`config.mk`:
```
export PLATFORM = sky130hd
export DESIGN_NAME = count_display_scan
export DESIGN_NICKNAME = d
export VERILOG_FILES = /design/src/rtl/disp_pkg.sv /design/src/rtl/count_display_scan_hex_to_seg7.sv /design/src/rtl/count_display_scan.sv
export SDC_FILE = /design/constraint.sdc
export NUM_CORES = 1
export LEC_CHECK = 0
export BUFFER_PORTS_ARGS = -buffer_cell sky130_fd_sc_hd__buf_2
export CAP_MARGIN = 20
export CORE_MARGIN = 5
export CORE_UTILIZATION = 25
export CTS_BUF_LIST = sky130_fd_sc_hd__clkbuf_8
export DETAILED_ROUTE_END_ITERATION = 10
export GPL_TIMING_DRIVEN = 0
export SKIP_CTS_REPAIR_TIMING = 1
export SLEW_MARGIN = 10
export SYNTH_ARGS = -nofsm -noshare
export SYNTH_HDL_FRONTEND = slang
export SYNTH_SLANG_ARGS = --single-unit
```
`constraint.sdc`:
```
create_clock -name clk -period 7.4 [get_ports clk]
set_input_delay 0.37 -clock clk [delete_from_list [all_inputs] [get_ports clk]]
set_output_delay 0.37 -clock clk [all_outputs]
set_load 0.01 [all_outputs]
```
`src/rtl/disp_pkg.sv`:
```
// Shared types and the hex-to-7-segment lookup for the count display path.
// Exports: nibble_t (one hex digit), seg_t ({g,f,e,d,c,b,a}), SEG_BLANK and HEX_SEG_TABLE.
// Every segment pattern in this package is active-high. Output polarity is applied by the consumer.
package disp_pkg;

  typedef logic [3:0] nibble_t;
  typedef logic [6:0] seg_t;

  // All segments off (active-high view).
  localparam seg_t SEG_BLANK = 7'h00;

  // Standard hex glyphs 0-9, A, b, C, d, E, F in {g,f,e,d,c,b,a} order.
  localparam seg_t HEX_SEG_TABLE [16] = '{
    7'h3F, 7'h06, 7'h5B, 7'h4F,
    7'h66, 7'h6D, 7'h7D, 7'h07,
    7'h7F, 7'h6F, 7'h77, 7'h7C,
    7'h39, 7'h5E, 7'h79, 7'h71
  };

endpackage

```
`src/rtl/count_display_scan_hex_to_seg7.sv`:
```
// Combinational hex digit to 7-segment decoder. The output is active-high.
// Ports: nib_i (hex digit in), seg_o (segments {g,f,e,d,c,b,a}, active-high).
// This block has no clock and no state.
module hex_to_seg7
  import disp_pkg::*;
(
  input  nibble_t nib_i,
  output seg_t    seg_o
);

  assign seg_o = HEX_SEG_TABLE[nib_i];

endmodule

```
`src/rtl/count_display_scan.sv`:
```
// Count display stage. It keeps a NUM_DIGITS-deep history of changing counter values and
// scans that history onto a common-anode 7-segment display. Digit 0 shows the newest value.
// A wrap of the count from F to 0 lights the decimal point on digit 0.
// Ports: clk, rest (synchronous, active-high), cnt_i/cnt_valid_i (count in), freeze_i (hold the history),
//        seg_o/dp_o (segment outputs; polarity is set by SEG_ACTIVE_LOW), an_o (digit enables, active-low).
// Optional: define LEADING_ZERO_BLANK_EN to blank leading-zero digits above digit 0.
module count_display_scan
  import disp_pkg::*;
#(
  parameter int REFRESH_DIV    = 1000,
  parameter int NUM_DIGITS     = 4,
  parameter bit SEG_ACTIVE_LOW = 1'b1
) (
  input  logic                  clk,
  input  logic                  rest,
  input  logic [3:0]            cnt_i,
  input  logic                  cnt_valid_i,
  input  logic                  freeze_i,
  output logic [6:0]            seg_o,
  output logic                  dp_o,
  output logic [NUM_DIGITS-1:0] an_o
);

  localparam int PW = (REFRESH_DIV > 1) ? $clog2(REFRESH_DIV) : 1;
  localparam int SW = $clog2(NUM_DIGITS);
  localparam logic [PW-1:0] PRESC_MAX = PW'(REFRESH_DIV - 1);
  localparam logic [SW-1:0] SCAN_MAX  = SW'(NUM_DIGITS - 1);
  // Inactive output levels, which follow the segment polarity.
  localparam seg_t SEG_OFF = SEG_ACTIVE_LOW ? ~SEG_BLANK : SEG_BLANK;
  localparam logic DP_OFF  = SEG_ACTIVE_LOW;

  nibble_t                 hist_q [NUM_DIGITS];
  nibble_t                 hist_d [NUM_DIGITS];
  nibble_t                 last_q, last_d;
  logic                    wrap_q, wrap_d;
  logic [PW-1:0]           presc_q, presc_d;
  logic [SW-1:0]           scan_q, scan_d;
  logic [NUM_DIGITS-1:0]   an_q, an_d;
  seg_t                    seg_q, seg_d;
  logic                    dp_q, dp_d;

  logic                    capture;
  logic                    blank;
  nibble_t                 cur_nib;
  seg_t                    dec_seg;
  seg_t                    seg_act;
  logic                    dp_act;

  // Update the history and wrap flag. Repeated values and frozen cycles leave both unchanged.
  always_comb begin
    capture = cnt_valid_i && !freeze_i && (cnt_i != last_q);
    hist_d  = hist_q;
    last_d  = last_q;
    wrap_d  = wrap_q;
    if (capture) begin
      hist_d[0] = cnt_i;
      for (int k = 1; k < NUM_DIGITS; k++) begin
        hist_d[k] = hist_q[k-1];
      end
      last_d = cnt_i;
      wrap_d = (last_q == 4'hF) && (cnt_i == 4'h0);
    end
  end

  // Refresh prescaler and scan index.
  always_comb begin
    presc_d = presc_q + 1'b1;
    scan_d  = scan_q;
    if (presc_q == PRESC_MAX) begin
      presc_d = '0;
      scan_d  = (scan_q == SCAN_MAX) ? '0 : scan_q + 1'b1;
    end
  end

  // Output values are built from next-state values. An output register then changes in the
  // same cycle as the scan index. A capture shows up on the digit being scanned right away.
  assign cur_nib = hist_d[scan_d];

  hex_to_seg7 u_dec (
    .nib_i (cur_nib),
    .seg_o (dec_seg)
  );

`ifdef LEADING_ZERO_BLANK_EN
  // A digit above 0 is blank when it and every digit above it hold zero.
  always_comb begin
    blank = (scan_d != '0);
    for (int j = 0; j < NUM_DIGITS; j++) begin
      if (j >= int'(scan_d) && hist_d[j] != 4'h0) begin
        blank = 1'b0;
      end
    end
  end
`else
  assign blank = 1'b0;
`endif

  always_comb begin
    an_d         = '1;
    an_d[scan_d] = 1'b0;
    seg_act      = blank ? SEG_BLANK : dec_seg;
    dp_act       = !blank && (scan_d == '0) && wrap_d;
    seg_d        = SEG_ACTIVE_LOW ? ~seg_act : seg_act;
    dp_d         = SEG_ACTIVE_LOW ? ~dp_act : dp_act;
  end

  always_ff @(posedge clk) begin
    if (rest) begin
      for (int k = 0; k < NUM_DIGITS; k++) begin
        hist_q[k] <= '0;
      end
      last_q  <= '0;
      wrap_q  <= 1'b0;
      presc_q <= '0;
      scan_q  <= '0;
      an_q    <= '1;
      seg_q   <= SEG_OFF;
      dp_q    <= DP_OFF;
    end else begin
      hist_q  <= hist_d;
      last_q  <= last_d;
      wrap_q  <= wrap_d;
      presc_q <= presc_d;
      scan_q  <= scan_d;
      an_q    <= an_d;
      seg_q   <= seg_d;
      dp_q    <= dp_d;
    end
  end

  assign an_o  = an_q;
  assign seg_o = seg_q;
  assign dp_o  = dp_q;

endmodule

```
Word-level counts from Yosys, hierarchy flattened
Memories as Yosys holds them, arrays and structs flattened.
Cells that the tools add are included.

storage, ports and cells
  flip-flop bits (word level) = 45
  ROM bits = 112
  input port bits = 8
  output and inout port bits = 12
  memories = 1

memories
  memory            words  width  rd ports  clocked after Yosys merged registers in  write ports  line                                  source
  (name not given)  16     7      1         0                                        0            count_display_scan_hex_to_seg7.sv:11  assign seg_o = HEX_SEG_TABLE[nib_i];

cells by class
  add/sub/neg operators = 2
  order comparisons = 4
  equality and inequality tests = 4
  muxes and demuxes = 11
  bitwise logic cells = 5
  reduce and logical (&&, ||, !) cells = 9

operators with widths
  cell                     number
  $mux W16                 1
  $mux W7                  2
  $add A10 B1 Y10 const B  1
  $eq A10 B10 Y1 const B   1
  $bmux W4 S2              1
  $mux W4                  2
  $not A7 Y7               1
  $ge A5 B5 Y1 const B     1
  $logic_and A1 B1 Y1      5
  $not A4 Y5               1
  $eq A4 B4 Y1 const B     1
  $logic_not A4 Y1         1
  $mux W2                  2
  $ne A4 B4 Y1             1
  $not A4 Y4               1
  $ge A3 B3 Y1 const B     1
  $lt A2 B3 Y1 const B     1
  $not A2 Y3               1
  $add A2 B1 Y2 const B    1
  $demux W1 S2             1
  $eq A2 B2 Y1 const B     1
  $ge A2 B1 Y1 const B     1
  $logic_not A2 Y1         1
  $mux W1                  2
  3 further kinds          3

Longest topological paths before layout
  depth in word-level cells = 12
  mapped depth = 12
  mapped depth without buffers = 12

Hierarchy
Synthesis repeated with hierarchy kept, for this count alone.

unflattened totals
  cells, all modules = 236
  area, all modules = 2128.3 µm²

modules (own cells, without submodules)
  module              times used  cells each  area an instance (µm²)  sequential area each (µm²)
  count_display_scan  1           203         1838.0                  900.9
  hex_to_seg7         1           33          290.3                   0.0

Worst setup path after synthesis
No wires, ideal clock.

  path kind = register to register
  from = register presc_q[0]
  to = register seg_q[2], in the netlist seg_o[2]
  data arrival time = 2.891 ns
  required time = 7.278 ns
  setup slack = 4.387 ns
  stages on the path, launching flop included = 12
  period minus slack after synthesis = 3.013 ns
  cells stage by stage = dfxtp_1 > ha_1 > nand4b_4 > o31a_1 > nor2_1 > xnor2_1 > nor2_1 > o41a_1 > inv_1 > ha_1 > inv_1 > a221o_1

on the way
  longest elaborated chain between the ends = 11

ends and longest elaborated chain
  element                                     line                                  source
  from (decl)                                 count_display_scan.sv:36              logic [PW-1:0] presc_q, presc_d;
  from (signal assigned)                      count_display_scan.sv:123             presc_q <= presc_d;
  $eq A10 B10 Y1                              count_display_scan.sv:69              if (presc_q == PRESC_MAX) begin
  $mux W2                                     count_display_scan.sv:69
  $not A2 Y3 (implied by the code)            count_display_scan.sv:77              assign cur_nib = hist_d[scan_d];
  $bmux W4 S2                                 count_display_scan.sv:77
  $mux W4 (implied by the code) (2 in a row)  count_display_scan.sv:77
  $not A4 Y5 (implied by the code)            count_display_scan_hex_to_seg7.sv:11
  $mem_v2 Z16 W7                              --
  $mux W7 (implied by the code) (2 in a row)  count_display_scan_hex_to_seg7.sv:11
  $not A7 Y7                                  count_display_scan.sv:103             seg_d = SEG_ACTIVE_LOW ? ~seg_act : seg_act;
  to (signal assigned)                        count_display_scan.sv:126             seg_q <= seg_d;
  to (decl)                                   count_display_scan.sv:39              seg_t seg_q, seg_d;

No other way between the ends. The select of a mux whose other input is x is not followed.
A chain may end at the register's enable or synchronous reset.

Final worst setup path
  from = register presc_q[0]
  to = register seg_q[0], in the netlist seg_o[0]

Same word-level chain as after synthesis.

==> impl_metrics.env <==
export IMPL_status="completed"
export IMPL_ys_seq_area_frac=0.417
export IMPL_cellInternalPower_mw=0.385
export IMPL_reg2reg_setup_slack_ns=3.90
export IMPL_routed_wirelength_mm=4.76
export IMPL_latest_clock_arrival_within_the_worst_skew_pair_ns=0.30
export IMPL_cts_sink_count=45
export IMPL_pre_cts_slack_ns=3.89
export IMPL_final_util=0.302
export IMPL_mostFrequentLayoutCell="sky130_fd_sc_hd__dfxtp_1"
export IMPL_area_grow_syn2layout_pct=16.1
export IMPL_drt_pass1_iter_count=4
export IMPL_timing_final_ws_setup_ns=3.90
export IMPL_clkSlewWorstSetupHoldPaths_ns=0.08
export IMPL_critical_path_arrival_ns=3.68
export IMPL_netlist_instances=243
export IMPL_grt_remaining_overflow=0
export IMPL_grt_max_degree=15
export IMPL_netlist_area_um2=2160
export IMPL_cts_root_buf="sky130_fd_sc_hd__clkbuf_8"
export IMPL_dieArea_um2=10600
export IMPL_holdCritStartpoint="cnt_i[0]"
export IMPL_fin_crit_ns=3.50
export IMPL_endpoint_kind="flop"
export IMPL_placement_io_buffers=18
export IMPL_worstHoldEndpoint="hist_q[12]"
export IMPL_avgRoutedWirePerCell_um=12.7
export IMPL_power_density_nw_per_um2=204
export IMPL_finalHoldViolCount=0
export IMPL_hpwl_mm=3.56
export IMPL_hp_class="in2reg"
export IMPL_synthDominantCellAreaShare=0.417
export IMPL_ys_ff_latch=45
export IMPL_starting_utilization_of_the_core_area=0.260
export IMPL_setup_violations_final=0
export IMPL_synth_area_leaders="sky130_fd_sc_hd__dfxtp_1 (42%), sky130_fd_sc_hd__nand2_1 (7.3%), sky130_fd_sc_hd__a21oi_1 (6.3%)"
export IMPL_cts_made_buffers=5
export IMPL_detailedRoute_firstIterationViolations=137
export IMPL_synth_fp_nets=259
export IMPL_pwr_share_seq=0.500
export IMPL_r2r_end="seg_o[0]"
export IMPL_detail_route_drc_violations=0
export IMPL_row_count=33
export IMPL_grt_setup_unrepaired="false"
export IMPL_fin_skew_ns=0.00944
export IMPL_design_portCount=20
export IMPL_die_w_um=103
export IMPL_drv_max_cap_violation_count=0
export IMPL_worst_path_required_ns=7.58
export IMPL_core_um2=8300
export IMPL_synthArstFlopShare=0
export IMPL_final_period_utilization=0.472
export IMPL_report_final_slew_viol_count=0
export IMPL_post_layout_total_power_mw=0.511
export IMPL_design_final_nets=285
export IMPL_layout_drive_gt1_share=0.181
export IMPL_timing_critical_path_from_type="flop"
export IMPL_grt_first_pass_wirelength_mm=7.89
export IMPL_power_switching_mw=0.127
export IMPL_setup_tns_ns=0
export IMPL_cts_htree_levels=2
export IMPL_antennaDiodeCount=0
export IMPL_postSynth_topFlopCell="sky130_fd_sc_hd__dfxtp_1"
export IMPL_synth_top_area_cell="sky130_fd_sc_hd__dfxtp_1"
export IMPL_grt_pass1_vias=1654
export IMPL_worst_slew_margin_rel=0.577
export IMPL_worst_ir_drop_vdd_mv=0.0758
export IMPL_drt_vias_per_instance=4.88
export IMPL_synth_warnings=0
export IMPL_timing_worst_slew_pin_value_ns=0.628
export IMPL_tritoncts="done"
export IMPL_min_delay_path_depth=3
export IMPL_regToRegStartpoint="presc_q[0]"
export IMPL_switching_share=0.248
export IMPL_rr_worst_depth=11
export IMPL_synthDistinctLibCells=51
export IMPL_most_common_layout_cells="sky130_fd_sc_hd__dfxtp_1 (45), sky130_fd_sc_hd__nand2_1 (42), sky130_fd_sc_hd__a21oi_1 (27), sky130_fd_sc_hd__buf_2 (22), sky130_fd_sc_hd__nor2_1 (20)"
export IMPL_power_frac_clock=0.381
export IMPL_critical_path_class="reg2reg"
export IMPL_globalRouteTotalUtil=0.0958
export IMPL_p_leak_nw=0.957
export IMPL_comb_power_share=0.119
export IMPL_post_synth_cell_area_avg_um2=8.88
export IMPL_dr_total_vias=1829
export IMPL_crit_fanout=8
export IMPL_max_freq_mhz=286
export IMPL_fp_dieH_um=103
export IMPL_synth_enable_flop_cells=0
export IMPL_cts_path_max_buffers=2
export IMPL_gp_congestion=0.757
export IMPL_drtAntennaViolNets=0
export IMPL_antenna_found_initial=0
-- critical path, cell delays in order, from the launching register on --
cell                       delay (ns)
sky130_fd_sc_hd__dfxtp_1         0.38
sky130_fd_sc_hd__ha_1            0.29
sky130_fd_sc_hd__nand4b_4        0.20
sky130_fd_sc_hd__o31a_1          0.36
sky130_fd_sc_hd__nor2_1          0.38
sky130_fd_sc_hd__xnor2_1         0.27
sky130_fd_sc_hd__o211ai_1        0.24
sky130_fd_sc_hd__o41a_1          0.38
sky130_fd_sc_hd__inv_1           0.11
sky130_fd_sc_hd__ha_1            0.30
sky130_fd_sc_hd__nor4b_1         0.38
sky130_fd_sc_hd__nor4_2          0.09
-- per-stage QoR --
| stage | cells | hold WS [ns] | area [um^2] |
|---|---|---|---|
| CTS | 374 | 0.371 | 2500 |
| finish | 375 | 0.376 | 2500 |
| floorplan | 243 | 0.430 | 2160 |
| global route | 375 | 0.382 | 2500 |
| global placement | 366 | 0.444 | 2380 |
| detailed placement | 366 | 0.453 | 2380 |
-- cell usage after synthesis, types with 4 or more instances --
cell type,instances
sky130_fd_sc_hd__dfxtp_1,45
sky130_fd_sc_hd__nand2_1,42
sky130_fd_sc_hd__a21oi_1,27
sky130_fd_sc_hd__nor2_1,20
sky130_fd_sc_hd__clkbuf_1,8
sky130_fd_sc_hd__ha_1,8
sky130_fd_sc_hd__inv_1,7
sky130_fd_sc_hd__nand3_1,7
sky130_fd_sc_hd__xor2_1,7
sky130_fd_sc_hd__o21ai_0,5
sky130_fd_sc_hd__a221o_1,4
sky130_fd_sc_hd__mux2i_1,4
-- power by group through the flow --
stage / clock (mW) / sequential (mW) / combinational, mW
finish: 0.195 / 0.256 / 0.0608
global route: 0.213 / 0.257 / 0.0684
CTS: 0.201 / 0.256 / 0.0611
detailed placement: 0 / 0.261 / 0.0610
global placement: 0 / 0.261 / 0.0605
floorplan: 0 / 0.264 / 0.0399
-- state kept, by name, summed over array words and instances (netlist names) --
signal,flops
hist_q,16
dp_o,1
an_o,4
wrap_q,1
presc_q,10
scan_q,2
seg_o,7
last_q,4
-- cells by family after synthesis --
group / after synthesis / synth area share
buffers and inverters: 20 / 0.0383
XOR/XNOR: 10 / 0.0406
adder cells (fa/ha/maj): 8 / 0.0464
AND/OR/NAND/NOR: 94 / 0.232
multiplexers: 4 / 0.0186
flip-flops: 45 / 0.417
AO/OA/AOI/OAI: 62 / 0.206
-- cell type report --
type | instances | area, um^2
flip-flops and latches | 45 | 901
fillers | 888 | 5790
well taps | 105 | 131
clock buffers | 6 | 82.6
plain buffers | 12 | 52.6
multi-input cells | 178 | 1170
inverters | 8 | 30.0
repair buffers | 19 | 95.1
clock inverters | 2 | 37.5
-- worst max-delay path by stage --
stage	startpoint	endpoint	slack (ns)
3_5_place_dp	presc_q[0]	seg_o[2]	3.89
4_1_cts	presc_q[0]	seg_o[2]	3.87
2_1_floorplan	presc_q[0]	seg_o[2]	4.39
6_report	presc_q[0]	seg_o[0]	3.90
3_3_place_gp	cnt_i[2]	seg_o[2]	3.92
5_1_grt	presc_q[0]	seg_o[0]	3.61
-- layer usage --
layer / vias to the layer above / track usage / share of wire / wire (um)
met2: 32 / 0.152 / 0.47 / 2230
met4: 0 / 0.0299 / 0.011 / 51
met1: 870 / 0.121 / 0.46 / 2190
li1: 921 / - / - / -
met3: 6 / 0.0345 / 0.061 / 288
met5: - / 0 / 0 / 0
No activity file was read; power rests on OpenSTA's default activity.
